===== src/rtl/store_merge_unit.sv =====
// Store-size engine: word stores write straight through, half/byte stores read-modify-write.
// Define STORE_MERGE_BYTE_EN_EN to replace read-modify-write with byte-enabled direct writes (adds mem_be).
module store_merge_unit #(
    parameter int DATA_W = 32,
    parameter int ADDR_W = 32
) (
    input  logic              clk,
    input  logic              reset_n,
    input  logic              start,
    input  logic [1:0]        size,
    input  logic [ADDR_W-1:0] addr,
    input  logic [DATA_W-1:0] wdata,
    output logic              busy,
    output logic              done,
    output logic              err,
    output logic [ADDR_W-1:0] mem_addr,
    output logic              mem_rd,
    output logic              mem_wr,
    output logic [DATA_W-1:0] mem_wdata,
    input  logic [DATA_W-1:0] mem_rdata,
    input  logic              mem_ready
`ifdef STORE_MERGE_BYTE_EN_EN
    ,
    output logic [DATA_W/8-1:0] mem_be
`endif
);

    localparam int OFF_W = $clog2(DATA_W/8);
    localparam int LANES = DATA_W/8;

    typedef enum logic [2:0] {S_IDLE, S_RD, S_MERGE, S_WR, S_DONE, S_ERR} state_e;
    typedef enum logic [1:0] {
        SZ_RSV  = 2'b00,
        SZ_WORD = 2'b01,
        SZ_HALF = 2'b10,
        SZ_BYTE = 2'b11
    } size_e;

    state_e            state;
    size_e             size_in;
    size_e             size_q;
    logic [OFF_W-1:0]  off_q;
    logic [DATA_W-1:0] wdata_q;
    logic [DATA_W-1:0] rdata_q;
    logic              misaligned;
    logic [DATA_W-1:0] merged;

    assign size_in = size_e'(size);

    always_comb begin
        // NOTE: every always_comb output gets a default first so no path leaves it unassigned (no latch).
        misaligned = 1'b0;
        case (size_in)
            SZ_WORD: misaligned = |addr[OFF_W-1:0];
            SZ_HALF: misaligned = addr[0];
            SZ_BYTE: misaligned = 1'b0;
            default: misaligned = 1'b1;
        endcase
    end

    // Insert the source lanes into the captured read word; lane 0 is bits [7:0].
    always_comb begin
        merged = rdata_q;
        case (size_q)
            SZ_BYTE: merged[{off_q, 3'b000} +: 8]               = wdata_q[7:0];
            SZ_HALF: merged[{off_q[OFF_W-1:1], 4'b0000} +: 16] = wdata_q[15:0];
            default: ;
        endcase
    end

`ifdef STORE_MERGE_BYTE_EN_EN
    logic [DATA_W-1:0] bcast;
    logic [LANES-1:0]  be_next;

    always_comb begin
        bcast   = wdata;
        be_next = '1;
        case (size_in)
            SZ_BYTE: begin
                bcast   = {LANES{wdata[7:0]}};
                be_next = {{(LANES-1){1'b0}}, 1'b1} << addr[OFF_W-1:0];
            end
            SZ_HALF: begin
                bcast   = {(LANES/2){wdata[15:0]}};
                be_next = {{(LANES-2){1'b0}}, 2'b11} << {addr[OFF_W-1:1], 1'b0};
            end
            default: ;
        endcase
    end
`endif

    // NOTE: state and registered outputs use non-blocking assignments so every flop samples pre-edge values.
    always_ff @(posedge clk or negedge reset_n) begin
        if (!reset_n) begin
            // NOTE: datapath latches are reset along with control, so the reset state is fully defined.
            state     <= S_IDLE;
            size_q    <= SZ_RSV;
            off_q     <= '0;
            wdata_q   <= '0;
            rdata_q   <= '0;
            busy      <= 1'b0;
            done      <= 1'b0;
            err       <= 1'b0;
            mem_addr  <= '0;
            mem_rd    <= 1'b0;
            mem_wr    <= 1'b0;
            mem_wdata <= '0;
`ifdef STORE_MERGE_BYTE_EN_EN
            mem_be    <= '0;
`endif
        end else begin
            done <= 1'b0;
            err  <= 1'b0;
            case (state)
                S_IDLE: begin
                    if (start) begin
                        size_q   <= size_in;
                        off_q    <= addr[OFF_W-1:0];
                        wdata_q  <= wdata;
                        mem_addr <= {addr[ADDR_W-1:OFF_W], {OFF_W{1'b0}}};
                        busy     <= 1'b1;
                        if (misaligned) begin
                            state <= S_ERR;
`ifdef STORE_MERGE_BYTE_EN_EN
                        end else begin
                            state     <= S_WR;
                            mem_wr    <= 1'b1;
                            mem_wdata <= bcast;
                            mem_be    <= be_next;
                        end
`else
                        end else if (size_in == SZ_WORD) begin
                            state     <= S_WR;
                            mem_wr    <= 1'b1;
                            mem_wdata <= wdata;
                        end else begin
                            state  <= S_RD;
                            mem_rd <= 1'b1;
                        end
`endif
                    end
                end
                S_RD: begin
                    if (mem_ready) begin
                        rdata_q <= mem_rdata;
                        mem_rd  <= 1'b0;
                        state   <= S_MERGE;
                    end
                end
                S_MERGE: begin
                    mem_wdata <= merged;
                    mem_wr    <= 1'b1;
                    state     <= S_WR;
                end
                S_WR: begin
                    if (mem_ready) begin
                        mem_wr <= 1'b0;
                        state  <= S_DONE;
                    end
                end
                S_DONE: begin
                    busy  <= 1'b0;
                    done  <= 1'b1;
                    state <= S_IDLE;
                end
                S_ERR: begin
                    busy  <= 1'b0;
                    err   <= 1'b1;
                    state <= S_IDLE;
                end
                default: state <= S_IDLE;
            endcase
        end
    end

endmodule


===== config.mk =====
export PLATFORM = sky130hd
export DESIGN_NAME = store_merge_unit
export DESIGN_NICKNAME = d
export VERILOG_FILES = /design/src/rtl/store_merge_unit.sv
export SDC_FILE = /design/constraint.sdc
export NUM_CORES = 1
export LEC_CHECK = 0
export ABC_AREA = 0
export BUFFER_PORTS_ARGS = -buffer_cell sky130_fd_sc_hd__buf_2
export CAP_MARGIN = 20
export CORE_MARGIN = 8
export CORE_UTILIZATION = 40
export DETAILED_ROUTE_END_ITERATION = 16
export GPL_ROUTABILITY_DRIVEN = 0
export GPL_TIMING_DRIVEN = 0
export SLEW_MARGIN = 25
export SYNTH_ARGS = -nofsm -noshare
export SYNTH_HDL_FRONTEND = slang
export SYNTH_SLANG_ARGS = --single-unit

===== constraint.sdc =====
create_clock -name clk -period 3.9 [get_ports clk]
set_clock_uncertainty 0.15 [all_clocks]
set_input_delay 0.39 -clock clk [delete_from_list [all_inputs] [get_ports clk]]
set_output_delay 0.39 -clock clk [all_outputs]
set_load 0.03 [all_outputs]

==> results_dict.tcl <==
set metrics [dict create \
    number_of_enable_type_register_cells_in_the_synthesized_netlist 0 \
    core_box_area_um2 13800 \
    post_synth_top_area_share_pct 54.0 \
    power.share.sequential_pct 33.6 \
    slowest_stage "sky130_fd_sc_hd__dfrtp_1" \
    via_count 4689 \
    max_stage_delay_ns 0.45 \
    clkSinkCount 122 \
    yosys.area.top_type "sky130_fd_sc_hd__dfrtp_1" \
    antenna_violating_nets_post_route 0 \
    die_width_um 135 \
    run_status "complete, no violations" \
    cap_viol_max_count 0 \
    hold_viol 0 \
    clock-root-buffer "sky130_fd_sc_hd__clkbuf_16" \
    synthFlopType "sky130_fd_sc_hd__dfrtp_1" \
    setup_viol 0 \
    finalNonFillerCells 854 \
    ys_seq_area_share_pct 54.0 \
    timing.setup.critical_path_class "reg2reg" \
    detail_route.iter0.violations 283 \
    critical_path.cell_chain "clkbuf_1, inv_1, ha_1, nor4bb_1, clkbuf_1, and4_1, buf_1, a221oi_1, o2bb2ai_1" \
    grt_use_total_pct 19.1 \
    critPathTopFamily "buffers and inverters" \
    grt_overflow 0 \
    max_slew.worst_pin.slew_ns 0.849 \
    fin_tns_setup_ns 0 \
    die-area_um2 18200 \
    area.growth.synth_to_final_pct 30.3 \
    period_minus_slack_ns 2.91 \
    maximum_number_of_buffers_from_clock_root_to_sink 2 \
    power.ir.vdd_worst_mv 0.458 \
    netlist-cell-type-count 49 \
    post-cts-setup-buffer-count 0 \
    timing.critical_path.arrival_ns 3.10 \
    source_to_sink_clock_delay_at_the_later_pin_of_the_worst_skew_pair_ns 0.42 \
    synthCells 471 \
    clock_power_share_pct 22.6 \
    hold_path.class "in2reg" \
    finalCritPeriodShare_pct 74.6 \
    core.rowCount 43 \
    required_ns 4.09 \
    clock_tree_from_tritoncts "done" \
    post_route_cells_drive_above_1_share_pct 43.2 \
    drc 0 \
    hold_ws_ns 0.0189 \
    share_of_synthesized_flip_flops_with_an_asynchronous_set_or_reset_pct 100 \
    critPathLaunchType "flip-flop" \
    post_drt_wl_per_cell_um 19.9 \
    cp-end-kind "flip-flop" \
    cts_resized 0 \
    max_slew_margin_pct 42.8 \
    cts.htree.levels 4 \
    combPwrFrac_pct 43.7 \
    intPower_w 0.00416 \
    crit_path_frequent_cell "sky130_fd_sc_hd__clkbuf_1" \
    ys_ff_latch 122 \
    static-leakage-power_nw 3.48 \
    die_height_um 135 \
    timing.final.max_slew_violations 0 \
    antenna_found_initial 5 \
    n_fill_cell 1224 \
    numCtsBuffers 17 \
    synth_area_per_cell_um2 12.0 \
    synth_commonest_cells "sky130_fd_sc_hd__dfrtp_1 (122), sky130_fd_sc_hd__mux2_2 (69), sky130_fd_sc_hd__nand2_1 (34)" \
    first_global_vias 5051 \
    design.portCount 171 \
    synth_top_cells_by_area "sky130_fd_sc_hd__dfrtp_1 (54%), sky130_fd_sc_hd__mux2_2 (14%), sky130_fd_sc_hd__a31oi_1 (3.1%), sky130_fd_sc_hd__a221oi_1 (2.9%), sky130_fd_sc_hd__mux2_1 (2.8%)" \
    first_pass_iters 4 \
    max_clock_freq_ghz 0.344 \
    yosysMostFrequentCell "sky130_fd_sc_hd__dfrtp_1" \
    switching_power_w 0.00287 \
    path_clk_slew_ns 0.05 \
    switching_share_pct 40.8 \
    port_buffers 168 \
    grt_start_max_net_pins 69 \
    overall_power_w 0.00703 \
    numPlacedInstances 821 \
    initial_utilization_pct 40.9 \
    post_synth_instance_area_um2 5660 \
    vias_per_cell 5.49 \
    yosysWarningCount 0 \
    drt_wl_total_mm 17.0 \
    path_buf_inv 4 \
    dp_hpwl_mm 12.7 \
    power_per_cell_area_nw_per_um2 954 \
    fin_nets 768 \
    grt_pass1_wl_mm 26.8 \
    crit_path_max_fanout 10 \
    grt_setup_unrepaired "false" \
]
-- timing repair --
action	CTS	global route
endpoints found under the hold margin	54	0
hold buffers	1	0
endpoints found under the setup margin	0	0
-- cell type report --
class / instances / area (um^2) / area share [%]
buffer: 33 / 159 / 2.16
clock inverter: 8 / 118 / 1.60
inverter: 11 / 41.3 / 0.560
timing repair buffer: 170 / 888 / 12.0
clock buffer: 23 / 478 / 6.48
multi-input combinational: 306 / 2410 / 32.7
sequential: 122 / 3050 / 41.4
antenna: 1 / 2.50 / 0.0339
tap: 180 / 225 / 3.05
-- kinds of logic (layout without fill, tap and decap cells) --
family	Yosys count	count (layout)	synth area share [%]
AND/OR/NAND/NOR	91	91	9.44
flip-flops	122	122	54.0
AO/OA/AOI/OAI	124	124	15.2
other	1	3	0.0663
adder cells (fa/ha/maj)	5	5	1.11
multiplexers	84	84	16.7
buffers and inverters	44	245	3.54
-- worst paths after layout --
path                                      startpoint                   endpoint  depth (start not counted)  slack (ns)
max                             off_q[1]$_DFFE_PN0P_  mem_wdata[11]$_DFFE_PN0P_                          9        0.99
min                                    mem_rdata[22]    rdata_q[22]$_DFFE_PN0P_                          3        0.02
max reg2reg                     off_q[1]$_DFFE_PN0P_  mem_wdata[11]$_DFFE_PN0P_                          9        0.99
min reg2reg                mem_wdata[31]$_DFFE_PN0P_  mem_wdata[31]$_DFFE_PN0P_                          1        0.32
max in group asynchronous                    reset_n     rdata_q[5]$_DFFE_PN0P_                          3        2.61
min in group asynchronous                    reset_n     rdata_q[9]$_DFFE_PN0P_                          2        0.33
-- worst register-to-register path: stages, from the launching register on --
cell	delay (ns)
sky130_fd_sc_hd__dfrtp_1	0.45
sky130_fd_sc_hd__clkbuf_1	0.36
sky130_fd_sc_hd__inv_1	0.17
sky130_fd_sc_hd__ha_1	0.28
sky130_fd_sc_hd__nor4bb_1	0.28
sky130_fd_sc_hd__clkbuf_1	0.32
sky130_fd_sc_hd__and4_1	0.24
sky130_fd_sc_hd__buf_1	0.27
sky130_fd_sc_hd__a221oi_1	0.14
sky130_fd_sc_hd__o2bb2ai_1	0.17
-- power groups by stage --
| stage | clock network [W] | registers [W] | logic (W) |
|---|---|---|---|
| 2_1_floorplan | 0 | 0.00294 | 0.00152 |
| 3_3_place_gp | 0 | 0.00234 | 0.00302 |
| 3_5_place_dp | 0 | 0.00238 | 0.00309 |
| 4_1_cts | 0.00162 | 0.00237 | 0.00310 |
| 5_1_grt | 0.00168 | 0.00244 | 0.00334 |
| 6_report | 0.00159 | 0.00237 | 0.00307 |
-- per-stage QoR --
stage          worst slack (ns)  utilization [%]  cell area, um^2
3_5_place_dp               1.02             48.9             6770
3_3_place_gp              0.781             48.7             6730
5_1_grt                   0.781             53.3             7370
6_report                  0.992             53.3             7370
4_1_cts                    1.01             53.3             7370
2_1_floorplan              1.54                -             5660
-- layout by cell type, fill, tap and decap left out, types with 4 or more instances in the layout --
cell type	count
sky130_fd_sc_hd__inv_1	11
sky130_fd_sc_hd__nand3_1	9
sky130_fd_sc_hd__clkbuf_1	17
sky130_fd_sc_hd__buf_2	180
sky130_fd_sc_hd__nand2b_1	5
sky130_fd_sc_hd__mux2_1	14
sky130_fd_sc_hd__clkbuf_16	17
sky130_fd_sc_hd__and2_1	4
sky130_fd_sc_hd__a21o_1	15
sky130_fd_sc_hd__a221oi_1	19
sky130_fd_sc_hd__and3_1	7
sky130_fd_sc_hd__mux2_2	69
sky130_fd_sc_hd__a31oi_1	28
sky130_fd_sc_hd__ha_1	5
sky130_fd_sc_hd__o21ai_0	20
sky130_fd_sc_hd__a221o_1	6
sky130_fd_sc_hd__clkinv_2	4
sky130_fd_sc_hd__nor2_1	13
sky130_fd_sc_hd__dfrtp_1	122
sky130_fd_sc_hd__nand2_1	34
sky130_fd_sc_hd__a21oi_1	16
sky130_fd_sc_hd__o2bb2ai_1	7
-- sequential cells by signal, summed over array words and instances (netlist names) --
| name | flops |
|---|---|
| busy | 1 |
| done | 1 |
| err | 1 |
| mem_addr | 30 |
| mem_rd | 1 |
| mem_wdata | 32 |
| mem_wr | 1 |
| off_q | 2 |
| rdata_q | 32 |
| size_q | 2 |
| state | 3 |
| wdata_q | 16 |
-- per-layer routing --
metal | share of wire [%] | track usage (%)
met5 | 0.26 | 0
met4 | 1.4 | 7.28
met3 | 9.4 | 8.21
met2 | 47 | 29.5
met1 | 42 | 23.2
Power figures use the tool's default switching activity.
